$ cat src/rtl/pio_mem_mux.sv
// pio_mem_mux
//   Fans one PIO register-bus access out to one of NUM_TGT memory/register
//   targets. The target is chosen by a select field in reg_addr. The block
//   returns a single acknowledge and a registered read response. A per-access
//   timeout guarantees that an access always completes, and sticky status
//   bits record timed-out and unmapped accesses.
//
// Ports
//   clk, rst          core clock, asynchronous active-high reset
//   clk_div           one-clk strobe marking the PIO bus sampling edge
//   reg_bs            block select
//   reg_wr, reg_rd    write / read request pulses
//   reg_addr          access address; the select field is at SEL_LSB
//   tgt_ack           per-target acknowledge
//   tgt_rdata         per-target read data, target i at [i*PIO_NBITS +: PIO_NBITS]
//   reg_ms            one-hot target select, high while an access waits on a target
//   pio_ack           access complete, one clk wide, on a clk_div cycle
//   pio_rvalid        pio_ack qualified by "access was a read"
//   pio_rdata         registered read data; it holds its value across writes
//   err_clr           clears the error status (a coincident new error wins)
//   err_timeout       sticky: a target did not ack within TIMEOUT ticks
//   err_unmapped      sticky: an access selected an index >= NUM_TGT
//   err_cnt           saturating count of errored accesses
//   dbg_state         current FSM state (0 idle, 1 wait, 2 resp)
//
// Handshake: a request is (reg_rd | reg_wr) & reg_bs, sampled in IDLE only.
// Requests seen outside IDLE are dropped, because the bus keeps at most one
// access outstanding. Targets answer by raising tgt_ack on a clk_div cycle.
// The mux answers with pio_ack (and pio_rvalid for reads) on a later clk_div
// cycle. A new request may be presented in the cycle after pio_ack.

module pio_mem_mux #(
    parameter int                   NUM_TGT   = 4,
    parameter int                   PIO_NBITS = 32,
    parameter int                   SEL_LSB   = 12,
    parameter int                   SEL_NBITS = 4,
    parameter int                   TIMEOUT   = 64,
    parameter logic [PIO_NBITS-1:0] ERR_DATA  = 32'hDEAD_0BAD
) (
    input  logic                           clk,
    input  logic                           rst,
    input  logic                           clk_div,
    input  logic                           reg_bs,
    input  logic                           reg_wr,
    input  logic                           reg_rd,
    input  logic [PIO_NBITS-1:0]           reg_addr,
    input  logic [NUM_TGT-1:0]             tgt_ack,
    input  logic [NUM_TGT*PIO_NBITS-1:0]   tgt_rdata,
    output logic [NUM_TGT-1:0]             reg_ms,
    output logic                           pio_ack,
    output logic                           pio_rvalid,
    output logic [PIO_NBITS-1:0]           pio_rdata,
    input  logic                           err_clr,
    output logic                           err_timeout,
    output logic                           err_unmapped,
    output logic [7:0]                     err_cnt,
    output logic [1:0]                     dbg_state
);

    typedef enum logic [1:0] {
        S_IDLE = 2'd0,
        S_WAIT = 2'd1,
        S_RESP = 2'd2
    } state_t;

    localparam logic [SEL_NBITS:0] NUM_TGT_W = (SEL_NBITS+1)'(NUM_TGT);
    localparam logic [7:0]         TO_LAST   = 8'(TIMEOUT - 1);

    state_t                 state;
    state_t                 state_nxt;
    logic [SEL_NBITS-1:0]   sel_q;
    logic                   is_rd_q;
    logic                   err_flag_q;   // current access ends in an error
    logic                   err_unm_q;    // ...and that error is "unmapped"
    logic [7:0]             to_cnt;

    logic                   req;
    logic [SEL_NBITS-1:0]   addr_sel;
    logic                   addr_mapped;
    logic                   sel_ack;
    logic [PIO_NBITS-1:0]   sel_rdata;
    logic                   timeout_hit;
    logic                   resp_tick;
    logic                   err_evt;
    logic                   unused_addr_bits;

    assign req         = (reg_rd | reg_wr) & reg_bs;
    assign addr_sel    = reg_addr[SEL_LSB +: SEL_NBITS];
    assign addr_mapped = ({1'b0, addr_sel} < NUM_TGT_W);
    assign timeout_hit = (to_cnt == TO_LAST);
    assign resp_tick   = (state == S_RESP) && clk_div;
    assign err_evt     = resp_tick && err_flag_q;
    assign dbg_state   = state;

    // Only the select field of the address matters to this block.
    assign unused_addr_bits = ^reg_addr;

    // Pick the selected target's ack/data. Acks from other targets are never
    // looked at.
    always_comb begin
        sel_ack   = 1'b0;
        sel_rdata = '0;
        for (int i = 0; i < NUM_TGT; i++) begin
            if (sel_q == SEL_NBITS'(i)) begin
                sel_ack   = tgt_ack[i];
                sel_rdata = tgt_rdata[i*PIO_NBITS +: PIO_NBITS];
            end
        end
    end

    always_comb begin
        reg_ms = '0;
        for (int i = 0; i < NUM_TGT; i++) begin
            reg_ms[i] = (state == S_WAIT) && (sel_q == SEL_NBITS'(i));
        end
    end

    // pio_ack is decoded from the state register and the bus strobe. This
    // makes the pulse land exactly on the RESP clk_div cycle, and IDLE
    // resumes on the next clk.
    assign pio_ack    = resp_tick;
    assign pio_rvalid = resp_tick && is_rd_q;

    // FSM state register
    always_ff @(posedge clk or posedge rst) begin
        if (rst) begin
            state <= S_IDLE;
        end else begin
            state <= state_nxt;
        end
    end

    // FSM next-state
    always_comb begin
        state_nxt = state;
        case (state)
            S_IDLE: begin
                if (req) begin
                    state_nxt = addr_mapped ? S_WAIT : S_RESP;
                end
            end
            S_WAIT: begin
                if (clk_div && (sel_ack || timeout_hit)) begin
                    state_nxt = S_RESP;
                end
            end
            S_RESP: begin
                if (clk_div) begin
                    state_nxt = S_IDLE;
                end
            end
            default: state_nxt = S_IDLE;
        endcase
    end

    // Access context, timeout counter and read data
    always_ff @(posedge clk or posedge rst) begin
        if (rst) begin
            sel_q      <= '0;
            is_rd_q    <= 1'b0;
            err_flag_q <= 1'b0;
            err_unm_q  <= 1'b0;
            to_cnt     <= '0;
            pio_rdata  <= '0;
        end else begin
            case (state)
                S_IDLE: begin
                    if (req) begin
                        sel_q   <= addr_sel;
                        is_rd_q <= reg_rd;
                        to_cnt  <= '0;
                        if (addr_mapped) begin
                            err_flag_q <= 1'b0;
                            err_unm_q  <= 1'b0;
                        end else begin
                            err_flag_q <= 1'b1;
                            err_unm_q  <= 1'b1;
                            // Writes never disturb the read-data register.
                            if (reg_rd) begin
                                pio_rdata <= ERR_DATA;
                            end
                        end
                    end
                end
                S_WAIT: begin
                    if (clk_div) begin
                        if (sel_ack) begin
                            if (is_rd_q) begin
                                pio_rdata <= sel_rdata;
                            end
                        end else if (timeout_hit) begin
                            // to_cnt counts the ack-less ticks already seen.
                            // This tick is number TIMEOUT.
                            err_flag_q <= 1'b1;
                            err_unm_q  <= 1'b0;
                            if (is_rd_q) begin
                                pio_rdata <= ERR_DATA;
                            end
                        end else begin
                            to_cnt <= to_cnt + 8'd1;
                        end
                    end
                end
                default: ;
            endcase
        end
    end

    // Sticky error status. A new error on the same cycle as err_clr wins, so
    // the count restarts at one instead of zero.
    always_ff @(posedge clk or posedge rst) begin
        if (rst) begin
            err_timeout  <= 1'b0;
            err_unmapped <= 1'b0;
            err_cnt      <= '0;
        end else if (err_clr) begin
            err_timeout  <= err_evt && !err_unm_q;
            err_unmapped <= err_evt && err_unm_q;
            err_cnt      <= err_evt ? 8'd1 : 8'd0;
        end else if (err_evt) begin
            if (err_unm_q) begin
                err_unmapped <= 1'b1;
            end else begin
                err_timeout <= 1'b1;
            end
            if (err_cnt != 8'hFF) begin
                err_cnt <= err_cnt + 8'd1;
            end
        end
    end

endmodule

$ cat config.mk
export PLATFORM = sky130hd
export DESIGN_NAME = pio_mem_mux
export DESIGN_NICKNAME = d
export VERILOG_FILES = /design/src/rtl/pio_mem_mux.sv
export SDC_FILE = /design/constraint.sdc
export NUM_CORES = 1
export LEC_CHECK = 0
export ABC_AREA = 1
export ABC_CLOCK_PERIOD_IN_PS = 2000
export CAP_MARGIN = 20
export CORE_MARGIN = 2
export CORE_UTILIZATION = 36
export DETAILED_ROUTE_END_ITERATION = 6
export PLACE_DENSITY = 0.85
export SETUP_SLACK_MARGIN = 0.4
export SLEW_MARGIN = 20
export SYNTH_ARGS = -nofsm -noshare
export SYNTH_HDL_FRONTEND = slang
export SYNTH_SLANG_ARGS = --single-unit
$ cat constraint.sdc
create_clock -name clk -period 2 [get_ports clk]
set_clock_uncertainty 0.1 [all_clocks]
set_input_delay 0.4 -clock clk [delete_from_list [all_inputs] [get_ports clk]]
set_output_delay 0.4 -clock clk [all_outputs]
set_load 0.005 [all_outputs]
==> flow_summary.toml, run 1 <==
[detailed_routing]
wirelength_mm = 15.73
first_pass_iters = 6
wl_per_cell_um = 15.62
drc = 0
drt-initial-drc-count = 287
avgViaCountPerCell = 5.117
ant_nets = 0
vias = 5153

[clock_network]
cts_made_buffers = 9
cts_tree = "built"
cts_root_buf = "clkbuf_16"
cts.clk_slew.worst_paths_ns = 0.06
htree_levels = 3
cts.sinks = 59
clk_path_buf_depth = 2
clk_latency_ns = 0.32
hold_buffers = 0

[power]
p_leak_nw = 3.469
vdd_ir_drop_max_mv = 0.7958
power_frac_clock = 0.169
powerDensity_nw_per_um2 = 1182
p_sw_frac = 0.4435
combPwrFrac = 0.615
internal-power_mw = 4.821
p_switching_mw = 3.842
pwr-share-seq = 0.217

[min_path]
whs_path_depth = 2
min-delay-start = "pio_rdata[18]"
holdCritPathClass = "reg -> reg"
holdPathEnd = "pio_rdata[18]"

[global_route]
grt_pass1_wl_mm = 23.20
grt_antenna_before_repair = 0
grt_use_total = 0.2479
grt_overflow = 0
grt_max_degree = 81
grt_pass1_vias = 4879

[synth]
async_flop_share = 1.000
synth.top_cell.area_share = 0.3632
syn-instance-count = 629
synth_nets = 802
ys_warn_count = 0
synth.yosys.seq_area_share = 0.3632
avgSynthCellArea_um2 = 6.463
ys_top_cells_by_area = "dfrtp_1 (36%), nand3_1 (22%), nand2_1 (11%)"
yosysTopAreaCell = "dfrtp_1"
synth_area_um2 = 4065
yosysUniqueCellTypes = 29
yosys_register_bits = 59
synthFlopType = "dfrtp_1"
synth_edf_count = 0

[place]
place_inst = 953
io_buffers = 192
hpwl_mm = 10.82
gp_congestion = 0.8667

[sta]
drv_slew = 0
rsz0062_at_grt = "yes"
setup_violations = 8
min_period_ns = 2.031
setup_ws_ns = -0.03072
max-slew-margin-rel = 0.7432
tns_ns = -0.1273
fin_hold_ws_ns = 0.3685
fin_crit_sh = 1.015
worst_pin_slew_ns = 0.3852
max_freq_mhz = 492.4
hold_viol = 0

[critical_path]
cp.required_ns = 1.50
timing.rr.end = "pio_rdata[31]"
crit_arrival_ns = 1.53
rrSetupSlack_ns = -0.03
ff2ff_path_depth = 11
path_class = "reg -> out"
r2r_start = "sel_q[2]"
start_kind = "flop"
cp_max_fo = 3
worstSetupEndpointType = "primary output"

[floorplanning]
ios = 221
num_rows = 38
die-width_um = 110.3
dieArea_um2 = 12160
initial_core_util = 0.3717
die_h_um = 110.3
core_area_um2 = 10940

[final_layout]
n_antenna_cell = 0
final_layout_size_suffix_gt1_frac = 0.2065
nFillCells = 882
stdcell_count = 1007
area_growth_pct = 80.24
final_net_count = 1035

[status]
violations = "setup timing"
status = "finished, violations left"

[flow_run]
maxCapViolations = 0
## per-layer routing
| layer | GRT usage | up-vias | routed length (um) |
|---|---|---|---|
| met3 | 0.05291 | 46 | 939 |
| met4 | 0.09286 | 0 | 511 |
| met2 | 0.4321 | 198 | 7933 |
| li1 | - | 2520 | - |
| met5 | 0 | - | 0 |
| met1 | 0.2996 | 2389 | 6342 |
## Yosys cell counts (all sizes together), types with 2 or more instances
cell	count
a22o	2
clkbuf	15
o21ai	25
mux2	2
a21oi	5
ha	2
dfrtp	59
nor3	7
inv	60
nand4	3
buf	22
nand2	124
nand3	185
xor2	3
nor2	106
or2	4
## power groups by stage
stage / clock network [mW] / logic (mW) / registers (mW)
2_1_floorplan: 0 / 2.48 / 1.79
3_3_place_gp: 0 / 4.09 / 1.85
3_5_place_dp: 0 / 4.17 / 1.86
4_1_cts: 1.47 / 4.80 / 1.85
5_1_grt: 1.53 / 5.75 / 1.92
6_report: 1.46 / 5.32 / 1.88
## kinds of logic (layout without fill, tap and decap cells)
group	count (synthesis)	count (layout)	synth area share
flops	59	59	0.3632
xor+xnor	3	3	0.006465
compound gates	34	34	0.04494
mux	2	2	0.005540
simple gates	431	432	0.4740
fa+ha+maj	2	2	0.006155
buf+inv	98	335	0.09972
## worst max-delay path, stage by stage, from the launching register on
cell	delay (ns)
dfrtp_1	0.42
nor2_4	0.20
buf_6	0.13
buf_4	0.09
nand2_2	0.05
nor3_2	0.16
buf_2	0.15
## sequential cells by signal, indices dropped and copies added, names as in the netlist
register and cells:
pio_rdata 32, err_cnt 8, to_cnt 8, sel_q 4, dbg_state 2, err_flag_q 1, err_timeout 1, err_unm_q 1
err_unmapped 1, is_rd_q 1
## how the worst max path moves through the flow
stage / from / endpoint / slack, ns / depth (start not counted)
4_1_cts: sel_q[3] / reg_ms[0] / 0.002 / 7
5_1_grt: to_cnt[0] / pio_rdata[9] / -0.13 / 10
3_5_place_dp: clk_div / pio_rvalid / -0.25 / 5
3_3_place_gp: clk_div / pio_rvalid / -0.22 / 5
6_report: sel_q[2] / reg_ms[2] / -0.03 / 6
2_1_floorplan: sel_q[2] / pio_rdata[9] / 0.28 / 10
## cell usage in the layout (no fill, tap or decap), types with 2 or more instances in the layout
cell	instances
nand3_1	165
clkdlybuf4s50_1	141
nand2_1	101
nor2_1	95
dfrtp_1	56
inv_1	50
dlygate4sd2_1	42
buf_4	34
buf_6	25
nand3_2	16
nand2_2	16
o21ai_1	11
buf_12	10
clkbuf_16	9
o21ai_2	7
nor2_4	6
o21ai_0	6
inv_2	5
nor2_2	5
nand2_4	5
nand3_4	4
nor3_1	4
a21oi_1	4
clkinvlp_4	4
nand4_1	3
nand2_8	3
xor2_1	3
dfrtp_2	3
buf_2	3
or2_4	2
inv_4	2
nor3_4	2
a22o_1	2
or2_2	2
ha_1	2
clkbuf_8	2
## area by class of cell
| class | instances | area (um^2) | area share |
|---|---|---|---|
| sequential | 59 | 1480 | 0.2020 |
| clock inverter | 5 | 36.28 | 0.004952 |
| multi-input combinational | 473 | 2550 | 0.3480 |
| inverter | 61 | 257.7 | 0.03518 |
| clock buffer | 11 | 252.7 | 0.03449 |
| timing repair buffer | 258 | 2575 | 0.3514 |
| tap | 140 | 175.2 | 0.02391 |
## metrics by stage
| step | instance area (um^2) | setup slack, ns | power, mW | utilization |
|---|---|---|---|---|
| after floorplan | 4160 | 0.2824 | 4.275 | - |
| after global placement | 6352 | -0.2207 | 5.941 | 0.5809 |
| after detailed placement | 6352 | -0.2468 | 6.033 | 0.5809 |
| after CTS | 7052 | 0.002298 | 8.124 | 0.6449 |
| after global routing | 7327 | -0.1341 | 9.199 | 0.6700 |
| final | 7327 | -0.03072 | 8.663 | 0.6700 |
## what timing repair did
action	in CTS	in global routing
setup endpoints to repair	103	67
setup buffers	31	4
cloned	3	0
resized for setup	125	80
pin swaps	15	19
Note: power is estimated with default switching activity, not from simulation.
==> run 2, diff against run 1 <==
ABC_CLOCK_PERIOD_IN_PS = 2200   (was 2000)
CORE_UTILIZATION = 37   (was 36)
PLACE_DENSITY = 0.84   (was 0.85)
clock period = 2.2 ns   (was 2 ns; I/O delays follow)
==> flow_summary.toml, run 2 (same netlist as run 1, synthesis figures left out) <==
[sta]
min_period_ns = 1.962
setup_violations = 0
hold_viol = 0
rsz0062_at_grt = "yes"
fin_hold_ws_ns = 0.3733
max_freq_mhz = 509.7
max-slew-margin-rel = 0.7519
worst_pin_slew_ns = 0.3722
fin_crit_sh = 0.8917
drv_slew = 0

[clock_network]
clk_latency_ns = 0.35
cts.sinks = 59
cts.clk_slew.worst_paths_ns = 0.08
htree_levels = 3
cts_root_buf = "clkbuf_8"
cts_tree = "built"
cts_made_buffers = 9
clk_path_buf_depth = 2

[detailed_routing]
ant_nets = 0
wirelength_mm = 14.75
drt-initial-drc-count = 483
drc = 0
first_pass_iters = 7
wl_per_cell_um = 14.86
avgViaCountPerCell = 5.024
vias = 4989

[critical_path]
rrSetupSlack_ns = 0.27
path_class = "in -> reg"
crit_arrival_ns = 2.10
worstSetupEndpointType = "flop"
start_kind = "primary input"
crit_start = "reg_addr[15]"
cp_max_fo = 6
cp.required_ns = 2.34
r2r_start = "sel_q[3]"

[floorplanning]
core_area_um2 = 10790
initial_core_util = 0.3767
die-width_um = 108.8
dieArea_um2 = 11840
ios = 221
die_h_um = 108.8
num_rows = 38

[final_layout]
final_common_cell = "nand3_1"
top_register = "pio_rdata"
n_antenna_cell = 0
top_regs = "pio_rdata: 32 flops, err_cnt: 8 flops, to_cnt: 8 flops"
largest_reg_flops = 32
layout_common_cells = "nand3_1 (179), clkdlybuf4s50_1 (161), nand2_1 (114)"
final_layout_size_suffix_gt1_frac = 0.1501
area_growth_pct = 71.44
final_net_count = 1021

[power]
combPwrFrac = 0.602
vdd_ir_drop_max_mv = 0.6131
internal-power_mw = 4.064
p_sw_frac = 0.4338
power_frac_clock = 0.174
pwr-share-seq = 0.224
powerDensity_nw_per_um2 = 1030
p_leak_nw = 3.418
p_switching_mw = 3.114
p_total_mw = 7.179

[place]
io_buffers = 192
hpwl_mm = 10.45
gp_congestion = 0.8337

[global_route]
grt_use_total = 0.2389
grt_max_degree = 60
grt_pass1_wl_mm = 22.16
grt_antenna_before_repair = 0
grt_pass1_vias = 4530
grt_overflow = 0

[status]
status = "completed"

[min_path]
holdCritPathClass = "reg -> reg"
min-delay-start = "pio_rdata[10]"

[flow_run]
maxCapViolations = 0
## run 2: path summary, 6_finish.rpt
kind / depth (start not counted) / to
max: 11 / pio_rdata[27]
min: 2 / pio_rdata[10]
max reg2reg: 11 / pio_rdata[27]
min reg2reg: 2 / pio_rdata[10]
max in group asynchronous: 3 / err_cnt[6]
min in group asynchronous: 3 / err_cnt[3]
## run 2: repair_timing
action / in CTS / in global routing
buffers inserted: 17 / 6
setup endpoints to repair: 62 / 82
cloned: 0 / 3
resized for setup: 57 / 67
pin swaps: 6 / 10
hold buffers: 0 / 0
## run 2: critical path, cell delays in order
cell and delay [ns]:
clkdlybuf4s50_1 0.50, nor2_1 0.09, o21ai_1 0.21, nand3_1 0.14
nor2_2 0.18, nand2_4 0.09, nand2_8 0.10, nand2_4 0.07
buf_4 0.16, nand2_1 0.07, nand2_1 0.05
## run 2: metrics by stage
| step | area (um^2) | worst slack [ns] | TNS, ns | std cells | util |
|---|---|---|---|---|---|
| detailed placement | 6242 | -0.1350 | -0.3397 | 951 | 0.5784 |
| global route | 6969 | 0.1456 | 0 | 993 | 0.6457 |
| CTS | 6676 | 0.2662 | 0 | 984 | 0.6186 |
| floorplan | 4069 | 0.4052 | 0 | 629 | - |
| global placement | 6242 | -0.1473 | -0.2746 | 951 | 0.5784 |
| finish | 6969 | 0.2382 | 0 | 993 | 0.6457 |
## run 2: power groups by stage
stage	Sequential (mW)	Clock [mW]	Combinational [mW]
global route	1.65	1.32	4.73
floorplan	1.62	0	2.11
global placement	1.64	0	3.59
finish	1.61	1.25	4.32
CTS	1.61	1.25	3.92
detailed placement	1.65	0	3.64
## run 2: layout make-up
class	count	area, um^2
timing repair buffer	245	2464
tap	140	175.2
clock buffer	10	137.6
clock inverter	6	111.4
fill	908	3824
sequential	59	1483
multi-input combinational	472	2356
inverter	61	242.7
## run 2: metal layers
metal  share of wire  GRT usage  up-vias
li1                -          -     2489
met1            0.40     0.3102     2268
met2            0.51     0.4018      201
met3           0.062    0.03945       31
met4           0.024    0.08425        0
met5               0          0        -
